$ cat config.mk
export PLATFORM = sky130hd
export DESIGN_NAME = pic_status_reg_slave_flat
export DESIGN_NICKNAME = d
export VERILOG_FILES = /design/src/rtl/pic_status_pkg.sv /design/src/rtl/pic_status_reg_slave_if.sv /design/src/rtl/pic_edge_sync.sv /design/src/rtl/pic_status_reg_slave.sv /design/src/flat_wrapper.sv
export SDC_FILE = /design/constraint.sdc
export NUM_CORES = 1
export LEC_CHECK = 0
export ABC_AREA = 1
export CORE_ASPECT_RATIO = 0.7
export CORE_MARGIN = 2
export CORE_UTILIZATION = 50
export DETAILED_ROUTE_END_ITERATION = 8
export PLACE_DENSITY = 0.76
export SYNTH_ARGS = -nofsm -noshare
export SYNTH_HDL_FRONTEND = slang
export SYNTH_SLANG_ARGS = --single-unit
$ cat constraint.sdc
create_clock -name CLK -period 2.9 [get_ports CLK]
set_input_delay 0.29 -clock CLK [delete_from_list [all_inputs] [get_ports CLK]]
set_output_delay 0.29 -clock CLK [all_outputs]
set_load 0.005 [all_outputs]
$ cat src/rtl/pic_status_pkg.sv
// rtl/pic_status_pkg.sv - shared constants and types for the picture status register slave
// Contents: register offsets, CTRL bit indices, FSM state enum.
package pic_status_pkg;

    localparam logic [7:0] OFS_ID         = 8'h00;
    localparam logic [7:0] OFS_PIC_CNT    = 8'h04;
    localparam logic [7:0] OFS_DEPTH_SNAP = 8'h08;
    localparam logic [7:0] OFS_DEPTH_MAX  = 8'h0C;
    localparam logic [7:0] OFS_ERR        = 8'h10;
    localparam logic [7:0] OFS_CTRL       = 8'h14;

    localparam int CTRL_FREEZE  = 0;
    localparam int CTRL_CNT_CLR = 1;

    typedef enum logic [1:0] {
        ST_IDLE,
        ST_DECODE,
        ST_RESP
    } state_t;

endpackage

$ cat src/rtl/pic_status_reg_slave_if.sv
// rtl/pic_status_reg_slave_if.sv - request/response register bus between master and status slave
// Signals: req_valid/req_ready/req_write/req_addr/req_wdata (request),
//          rsp_valid/rsp_ready/rsp_data/rsp_err (response).
// Modports: master (drives requests), slave (drives responses).
interface pic_status_reg_slave_if #(
    parameter int ADDR_W = 32
) ();

    logic              req_valid;
    logic              req_ready;
    logic              req_write;
    logic [ADDR_W-1:0] req_addr;
    logic [31:0]       req_wdata;
    logic              rsp_valid;
    logic              rsp_ready;
    logic [31:0]       rsp_data;
    logic              rsp_err;

    modport master (
        output req_valid, req_write, req_addr, req_wdata, rsp_ready,
        input  req_ready, rsp_valid, rsp_data, rsp_err
    );

    modport slave (
        input  req_valid, req_write, req_addr, req_wdata, rsp_ready,
        output req_ready, rsp_valid, rsp_data, rsp_err
    );

endinterface

$ cat src/rtl/pic_edge_sync.sv
// rtl/pic_edge_sync.sv - picture_start rising-edge detector with optional input synchronizer
// Ports: CLK, ARESETn (async active-low), picture_start (level in), pic_edge (1-cycle pulse out).
// Macro PIC_SYNC_EN: when defined, picture_start passes a 2-flop synchronizer first,
// so pic_edge is high in the third cycle after the input rise instead of the first.
module pic_edge_sync (
    input  logic CLK,
    input  logic ARESETn,
    input  logic picture_start,
    output logic pic_edge
);

    logic pic_s;
    logic pic_d;

`ifdef PIC_SYNC_EN
    logic [1:0] sync_q;

    always_ff @(posedge CLK or negedge ARESETn) begin
        if (!ARESETn) begin
            sync_q <= 2'b00;
        end else begin
            sync_q <= {sync_q[0], picture_start};
        end
    end

    assign pic_s = sync_q[1];
`else
    assign pic_s = picture_start;
`endif

    always_ff @(posedge CLK or negedge ARESETn) begin
        if (!ARESETn) begin
            pic_d <= 1'b0;
        end else begin
            pic_d <= pic_s;
        end
    end

    // Edge is combinational off the delayed copy so the snapshot lands on the same clock
    // edge that first sees the (possibly synchronized) level high.
    assign pic_edge = pic_s & ~pic_d;

endmodule

$ cat src/rtl/pic_status_reg_slave.sv
// rtl/pic_status_reg_slave.sv - per-picture FIFO status registers behind a valid/ready register bus
// Ports: CLK, ARESETn (async active-low), picture_start (rise = new picture),
//        fifo_depth (current occupancy), err_in (error pulses), bus (slave modport).
// Map: 0x00 ID, 0x04 PIC_CNT, 0x08 DEPTH_SNAP, 0x0C DEPTH_MAX, 0x10 ERR_STICKY (W1C),
//      0x14 CTRL (bit0 FREEZE, bit1 CNT_CLR self-clearing).
// Macro PIC_SYNC_EN: synchronize picture_start before edge detection.
module pic_status_reg_slave
    import pic_status_pkg::*;
#(
    parameter logic [31:0] BASE_ADDR = 32'h0000_1100,
    parameter int          ADDR_W    = 32,
    parameter int          DEPTH_W   = 8,
    parameter int          ERR_W     = 8,
    parameter logic [31:0] BLOCK_ID  = 32'hC0DE_0001
) (
    input  logic                  CLK,
    input  logic                  ARESETn,
    input  logic                  picture_start,
    input  logic [DEPTH_W-1:0]    fifo_depth,
    input  logic [ERR_W-1:0]      err_in,
    pic_status_reg_slave_if.slave bus
);

    state_t              state;
    state_t              state_n;
    logic                req_ready_q;
    logic                wr_q;
    logic [ADDR_W-1:0]   addr_q;
    logic [31:0]         wdata_q;
    logic [31:0]         rsp_data_q;
    logic                rsp_err_q;

    logic [31:0]         pic_cnt;
    logic [DEPTH_W-1:0]  depth_snap;
    logic [DEPTH_W-1:0]  depth_max;
    logic [ERR_W-1:0]    err_sticky;
    logic                freeze;

    logic                pic_edge;
    logic                pic_take;
    logic                accept;
    logic [ADDR_W-1:0]   ofs;
    logic [31:0]         dec_data;
    logic                dec_err;
    logic                hit_err;
    logic                hit_ctrl;
    logic                ctrl_we;
    logic                cnt_clr;
    logic [ERR_W-1:0]    err_w1c;
    logic                unused_wdata;

    pic_edge_sync u_edge (
        .CLK           (CLK),
        .ARESETn       (ARESETn),
        .picture_start (picture_start),
        .pic_edge      (pic_edge)
    );

    assign accept        = (state == ST_IDLE) && bus.req_valid && req_ready_q;
    assign bus.req_ready = req_ready_q;
    assign bus.rsp_valid = (state == ST_RESP);
    assign bus.rsp_data  = rsp_data_q;
    assign bus.rsp_err   = rsp_err_q;
    assign unused_wdata  = ^wdata_q;

    // Address decode on the latched request. Addresses below the base wrap to huge
    // offsets and fall into the default arm.
    always_comb begin
        dec_data = '0;
        dec_err  = 1'b0;
        hit_err  = 1'b0;
        hit_ctrl = 1'b0;
        ofs      = addr_q - ADDR_W'(BASE_ADDR);
        if (addr_q[1:0] != 2'b00) begin
            dec_err = 1'b1;
        end else begin
            case (ofs)
                ADDR_W'(OFS_ID): begin
                    if (wr_q) dec_err = 1'b1;
                    else      dec_data = BLOCK_ID;
                end
                ADDR_W'(OFS_PIC_CNT): begin
                    if (wr_q) dec_err = 1'b1;
                    else      dec_data = pic_cnt;
                end
                ADDR_W'(OFS_DEPTH_SNAP): begin
                    if (wr_q) dec_err = 1'b1;
                    else      dec_data = 32'(depth_snap);
                end
                ADDR_W'(OFS_DEPTH_MAX): begin
                    if (wr_q) dec_err = 1'b1;
                    else      dec_data = 32'(depth_max);
                end
                ADDR_W'(OFS_ERR): begin
                    if (wr_q) hit_err = 1'b1;
                    else      dec_data = 32'(err_sticky);
                end
                ADDR_W'(OFS_CTRL): begin
                    if (wr_q) hit_ctrl = 1'b1;
                    else      dec_data[CTRL_FREEZE] = freeze;
                end
                default: dec_err = 1'b1;
            endcase
        end
    end

    // Register side effects only happen in the single DECODE cycle.
    assign ctrl_we  = (state == ST_DECODE) && hit_ctrl;
    assign cnt_clr  = ctrl_we && wdata_q[CTRL_CNT_CLR];
    assign err_w1c  = ((state == ST_DECODE) && hit_err) ? wdata_q[ERR_W-1:0] : '0;
    assign pic_take = pic_edge && !freeze;

    always_ff @(posedge CLK or negedge ARESETn) begin
        if (!ARESETn) begin
            pic_cnt    <= '0;
            depth_snap <= '0;
            depth_max  <= '0;
            err_sticky <= '0;
            freeze     <= 1'b0;
        end else begin
            if (cnt_clr) begin
                pic_cnt <= '0;
            end else if (pic_take) begin
                pic_cnt <= pic_cnt + 32'd1;
            end
            if (pic_take) begin
                depth_snap <= fifo_depth;
                depth_max  <= fifo_depth;
            end else if (fifo_depth > depth_max) begin
                depth_max <= fifo_depth;
            end
            // New error pulses are OR'd after the clear so they win over W1C.
            err_sticky <= (err_sticky & ~err_w1c) | err_in;
            if (ctrl_we) begin
                freeze <= wdata_q[CTRL_FREEZE];
            end
        end
    end

    always_comb begin
        state_n = state;
        case (state)
            ST_IDLE:   if (accept) state_n = ST_DECODE;
            ST_DECODE: state_n = ST_RESP;
            ST_RESP:   if (bus.rsp_ready) state_n = ST_IDLE;
            default:   state_n = ST_IDLE;
        endcase
    end

    // req_ready is registered so it stays low while reset is asserted.
    always_ff @(posedge CLK or negedge ARESETn) begin
        if (!ARESETn) begin
            state       <= ST_IDLE;
            req_ready_q <= 1'b0;
            wr_q        <= 1'b0;
            addr_q      <= '0;
            wdata_q     <= '0;
            rsp_data_q  <= '0;
            rsp_err_q   <= 1'b0;
        end else begin
            state       <= state_n;
            req_ready_q <= (state_n == ST_IDLE);
            if (accept) begin
                wr_q    <= bus.req_write;
                addr_q  <= bus.req_addr;
                wdata_q <= bus.req_wdata;
            end
            if (state == ST_DECODE) begin
                rsp_data_q <= dec_err ? 32'd0 : dec_data;
                rsp_err_q  <= dec_err;
            end
        end
    end

endmodule

$ cat src/flat_wrapper.sv
// flat-port wrapper written by rule: the top's interface ports become plain ports
module pic_status_reg_slave_flat import pic_status_pkg::*;
#(
    parameter logic [31:0] BASE_ADDR = 32'h0000_1100,
    parameter int          ADDR_W    = 32,
    parameter int          DEPTH_W   = 8,
    parameter int          ERR_W     = 8,
    parameter logic [31:0] BLOCK_ID  = 32'hC0DE_0001
)
  (CLK, ARESETn, picture_start, fifo_depth, err_in, bus_req_valid, bus_req_write, bus_req_addr, bus_req_wdata, bus_rsp_ready, bus_req_ready, bus_rsp_valid, bus_rsp_data, bus_rsp_err);
  pic_status_reg_slave_if #(.ADDR_W(ADDR_W)) bus_i ();
  input  logic CLK;
  input  logic ARESETn;
  input  logic picture_start;
  input  logic [DEPTH_W-1:0] fifo_depth;
  input  logic [ERR_W-1:0] err_in;
  input wire logic [$bits(bus_i.req_valid)-1:0] bus_req_valid;
  input wire logic [$bits(bus_i.req_write)-1:0] bus_req_write;
  input wire logic [$bits(bus_i.req_addr)-1:0] bus_req_addr;
  input wire logic [$bits(bus_i.req_wdata)-1:0] bus_req_wdata;
  input wire logic [$bits(bus_i.rsp_ready)-1:0] bus_rsp_ready;
  output wire logic [$bits(bus_i.req_ready)-1:0] bus_req_ready;
  output wire logic [$bits(bus_i.rsp_valid)-1:0] bus_rsp_valid;
  output wire logic [$bits(bus_i.rsp_data)-1:0] bus_rsp_data;
  output wire logic [$bits(bus_i.rsp_err)-1:0] bus_rsp_err;
  assign bus_i.req_valid = bus_req_valid;
  assign bus_i.req_write = bus_req_write;
  assign bus_i.req_addr = bus_req_addr;
  assign bus_i.req_wdata = bus_req_wdata;
  assign bus_i.rsp_ready = bus_rsp_ready;
  assign bus_req_ready = bus_i.req_ready;
  assign bus_rsp_valid = bus_i.rsp_valid;
  assign bus_rsp_data = bus_i.rsp_data;
  assign bus_rsp_err = bus_i.rsp_err;
  pic_status_reg_slave #(.BASE_ADDR(BASE_ADDR), .ADDR_W(ADDR_W), .DEPTH_W(DEPTH_W), .ERR_W(ERR_W), .BLOCK_ID(BLOCK_ID)) u_core (.CLK(CLK), .ARESETn(ARESETn), .picture_start(picture_start), .fifo_depth(fifo_depth), .err_in(err_in), .bus(bus_i));
endmodule
==> impl_metrics.env <==
export IMPL_outcome="finished clean"
export IMPL_max_freq_ghz=0.385
export IMPL_post_route_period_util=0.896
export IMPL_io_buffer_count=96
export IMPL_clockRootBuffer="clkbuf_16"
export IMPL_netlist_top_cells_area="dfrtp_1, nand2_1, inv_1"
export IMPL_grt_pass1_vias=6325
export IMPL_place_ws_ns=0.201
export IMPL_cts_sinks=135
export IMPL_final_nets=1155
export IMPL_drive_gt1_frac=0.0997
export IMPL_viasPerCell=5.25
export IMPL_hpwl_mm=12.9
export IMPL_core_area_mm2=0.0141
export IMPL_fin_ws_ns=0.302
export IMPL_p_seq_frac=0.384
export IMPL_vias=6627
export IMPL_fin_crit_ns=2.60
export IMPL_yosys_area_top_type="dfrtp_1"
export IMPL_fill_cells=1226
export IMPL_antenna_found_initial=0
export IMPL_grt_start_max_net_pins=55
export IMPL_maxCapViolations=0
export IMPL_grt_pass1_wl_mm=30.3
export IMPL_slew_headroom=0.526
export IMPL_crit_path_end_kind="register"
export IMPL_dr_first_iter_drc_count=417
export IMPL_finalWeightedCongestion=0.897
export IMPL_mostFrequentLayoutCells="nand2_1, dfrtp_1, inv_1"
export IMPL_tightest_slew_ns=0.710
export IMPL_cts_tree="yes"
export IMPL_avgRoutedWirePerCell_um=14.1
export IMPL_chipHeight_um=105
export IMPL_die_area_mm2=0.0156
export IMPL_peakVddDrop_uv=379
export IMPL_rows=36
export IMPL_syn_nets=1050
export IMPL_synth_edf_count=0
export IMPL_critical_path_class="register to register"
export IMPL_setup_tns_ns=0
export IMPL_p_leak_nw=4.41
export IMPL_combPwrFrac=0.316
export IMPL_grt_use_total=0.243
export IMPL_critPathArrivalTime_ns=2.91
export IMPL_final_common_cell="nand2_1"
export IMPL_rrSetupSlack_ns=0.30
export IMPL_overflow=0
export IMPL_p_int_mw=4.22
export IMPL_start_util=0.518
export IMPL_diodes=0
export IMPL_drt_wl_total_mm=17.8
export IMPL_crit_required_ns=3.21
export IMPL_ys_seq_area_frac=0.464
export IMPL_clock_skew_ns=0.0105
export IMPL_first_pass_iters=5
export IMPL_io_pins=121
export IMPL_postRouteAntennaNets=0
export IMPL_netlist_area_mm2=0.00728
export IMPL_synthFlopType="dfrtp_1"
export IMPL_yosysWarnings=0
export IMPL_clkPwrFrac=0.300
export IMPL_drv_slew=0
export IMPL_rsz0062_at_grt="no"
export IMPL_post_route_util=0.644
export IMPL_setup_worst_path_start_class="register"
export IMPL_sw_frac_of_total=0.390
export IMPL_async_reset_ff_frac=1.00
export IMPL_cts_path_max_buffers=2
export IMPL_crit_fanout=32
export IMPL_synth_cell_types=42
export IMPL_cts_htree_levels=4
export IMPL_area_delta_synth_final_pct=24.2
export IMPL_finalSetupViolCount=0
export IMPL_synthCells=955
export IMPL_ys_ff_latch=135
export IMPL_clkTransAtPathRegs_ns=0.06
export IMPL_die_w_um=148
export IMPL_clk_insertion_delay_late_ns=0.42
export IMPL_drcViolationCount=0
export IMPL_finalHoldViolCount=0
export IMPL_yosysTopAreaCellShare=0.464
export IMPL_p_per_area_mw_per_mm2=764
export IMPL_hp_class="primary input to register"
export IMPL_cts_buffers=17
export IMPL_p_sw_mw=2.69
export IMPL_avgSynthCellArea_um2=7.62
-- per-stage QoR --
| stage | hold slack [ns] | instance area (µm²) | power, mW | std cells |
|---|---|---|---|---|
| 6_report | 0.380 | 9040 | 6.91 | 1263 |
| 5_1_grt | 0.385 | 9040 | 7.37 | 1263 |
| 4_1_cts | 0.390 | 9040 | 6.93 | 1263 |
| 3_5_place_dp | 0.384 | 8470 | 4.82 | 1230 |
| 3_3_place_gp | 0.384 | 8470 | 4.78 | 1230 |
| 2_1_floorplan | -0.00559 | 7280 | 4.18 | 955 |
-- power by group through the flow --
stage / logic, mW / registers [mW] / clock network, mW
floorplan: 1.60 / 2.57 / 0
global placement: 2.12 / 2.66 / 0
detailed placement: 2.16 / 2.66 / 0
CTS: 2.18 / 2.64 / 2.11
global route: 2.50 / 2.70 / 2.17
finish: 2.18 / 2.65 / 2.08
-- critical path, cell delays in order (launching register included) --
cell and delay [ns]:
dfrtp_1 0.44, nor2_1 0.20, nand2_1 0.09, nor2_2 0.24, nand2_1 0.11, nand2_1 0.07, nand4_1 0.10, nor2_1 0.19
nand2_1 0.10, nor2_2 0.20, nand2_2 0.10, nor2_4 0.13, nand2_2 0.06, buf_4 0.26, o211ai_1 0.15, inv_2 0.04
-- layer usage --
layer	wire length, µm	part of all wire	GRT usage
met5	0	0	0
met4	264	0.015	0.0748
met3	1100	0.062	0.0463
met2	7800	0.44	0.367
met1	8640	0.49	0.355
-- cell usage after synthesis (3+ instances only) --
| cell | number |
|---|---|
| nand2_1 | 283 |
| dfrtp_1 | 135 |
| inv_1 | 126 |
| nor2_1 | 80 |
| o21ai_0 | 66 |
| nand3_1 | 64 |
| nand4_1 | 29 |
| o21ai_1 | 25 |
| clkbuf_1 | 18 |
| nor3_1 | 18 |
| ha_1 | 9 |
| inv_2 | 8 |
| nand2_2 | 8 |
| nor2_2 | 8 |
| xor2_1 | 8 |
| nor2_4 | 7 |
| nor4_1 | 6 |
| or2_2 | 6 |
| nand3b_1 | 5 |
| o211ai_1 | 5 |
| a21oi_1 | 4 |
| buf_6 | 4 |
| o211ai_2 | 4 |
| nand2_4 | 3 |
| nand3_2 | 3 |
-- worst paths after layout --
path / start / endpoint / cells after the start
worst max-delay path: u_core.addr_q[19]$_DFFE_PN0P_ / u_core.pic_cnt[25]$_DFFE_PN0P_ / 15
worst min-delay path: picture_start / u_core.u_edge.pic_d$_DFF_PN0_ / 1
worst max register to register: u_core.addr_q[19]$_DFFE_PN0P_ / u_core.pic_cnt[25]$_DFFE_PN0P_ / 15
worst min register to register: u_core.addr_q[0]$_DFFE_PN0P_ / u_core.addr_q[0]$_DFFE_PN0P_ / 2
max in group asynchronous: ARESETn / u_core.pic_cnt[11]$_DFFE_PN0P_ / 3
min in group asynchronous: ARESETn / u_core.wdata_q[2]$_DFFE_PN0P_ / 2
-- state kept, by name (all words and copies together), names as in the netlist --
signal,flops
u_core.wdata_q,8
u_core.depth_max,8
u_core.wr_q,1
u_core.err_sticky,8
u_core.depth_snap,8
u_core.freeze,1
u_core.state,2
u_core.bus.rsp_data,32
u_core.u_edge.pic_d,1
u_core.pic_cnt,32
u_core.bus.req_ready,1
u_core.addr_q,32
u_core.bus.rsp_err,1
-- logic make-up (layout without fill, tap and decap cells) --
logic type,Yosys count,count (layout),synth area share
buf+inv,164,282,0.0928
compound gates,108,108,0.0820
simple gates,531,531,0.336
flops,135,135,0.464
fa+ha+maj,9,9,0.0155
xor+xnor,8,8,0.00962
-- layout make-up --
| cell class | instances | area, µm² | share of cell area |
|---|---|---|---|
| Sequential cell | 135 | 3380 | 0.373 |
| Inverter | 136 | 510 | 0.0564 |
| Timing Repair Buffer | 114 | 1120 | 0.124 |
| Multi-Input combinational cell | 656 | 3230 | 0.357 |
| Tap cell | 190 | 238 | 0.0263 |
| Clock inverter | 14 | 126 | 0.0140 |
| Clock buffer | 18 | 439 | 0.0486 |
-- timing repair --
item / CTS / global route
setup endpoints to repair: 0 / 1
buffers inserted: 0 / 0
hold buffers: 1 / 0
hold endpoints to repair: 52 / 0
resized for setup: 0 / 1
Power figures use the tool's default switching activity.
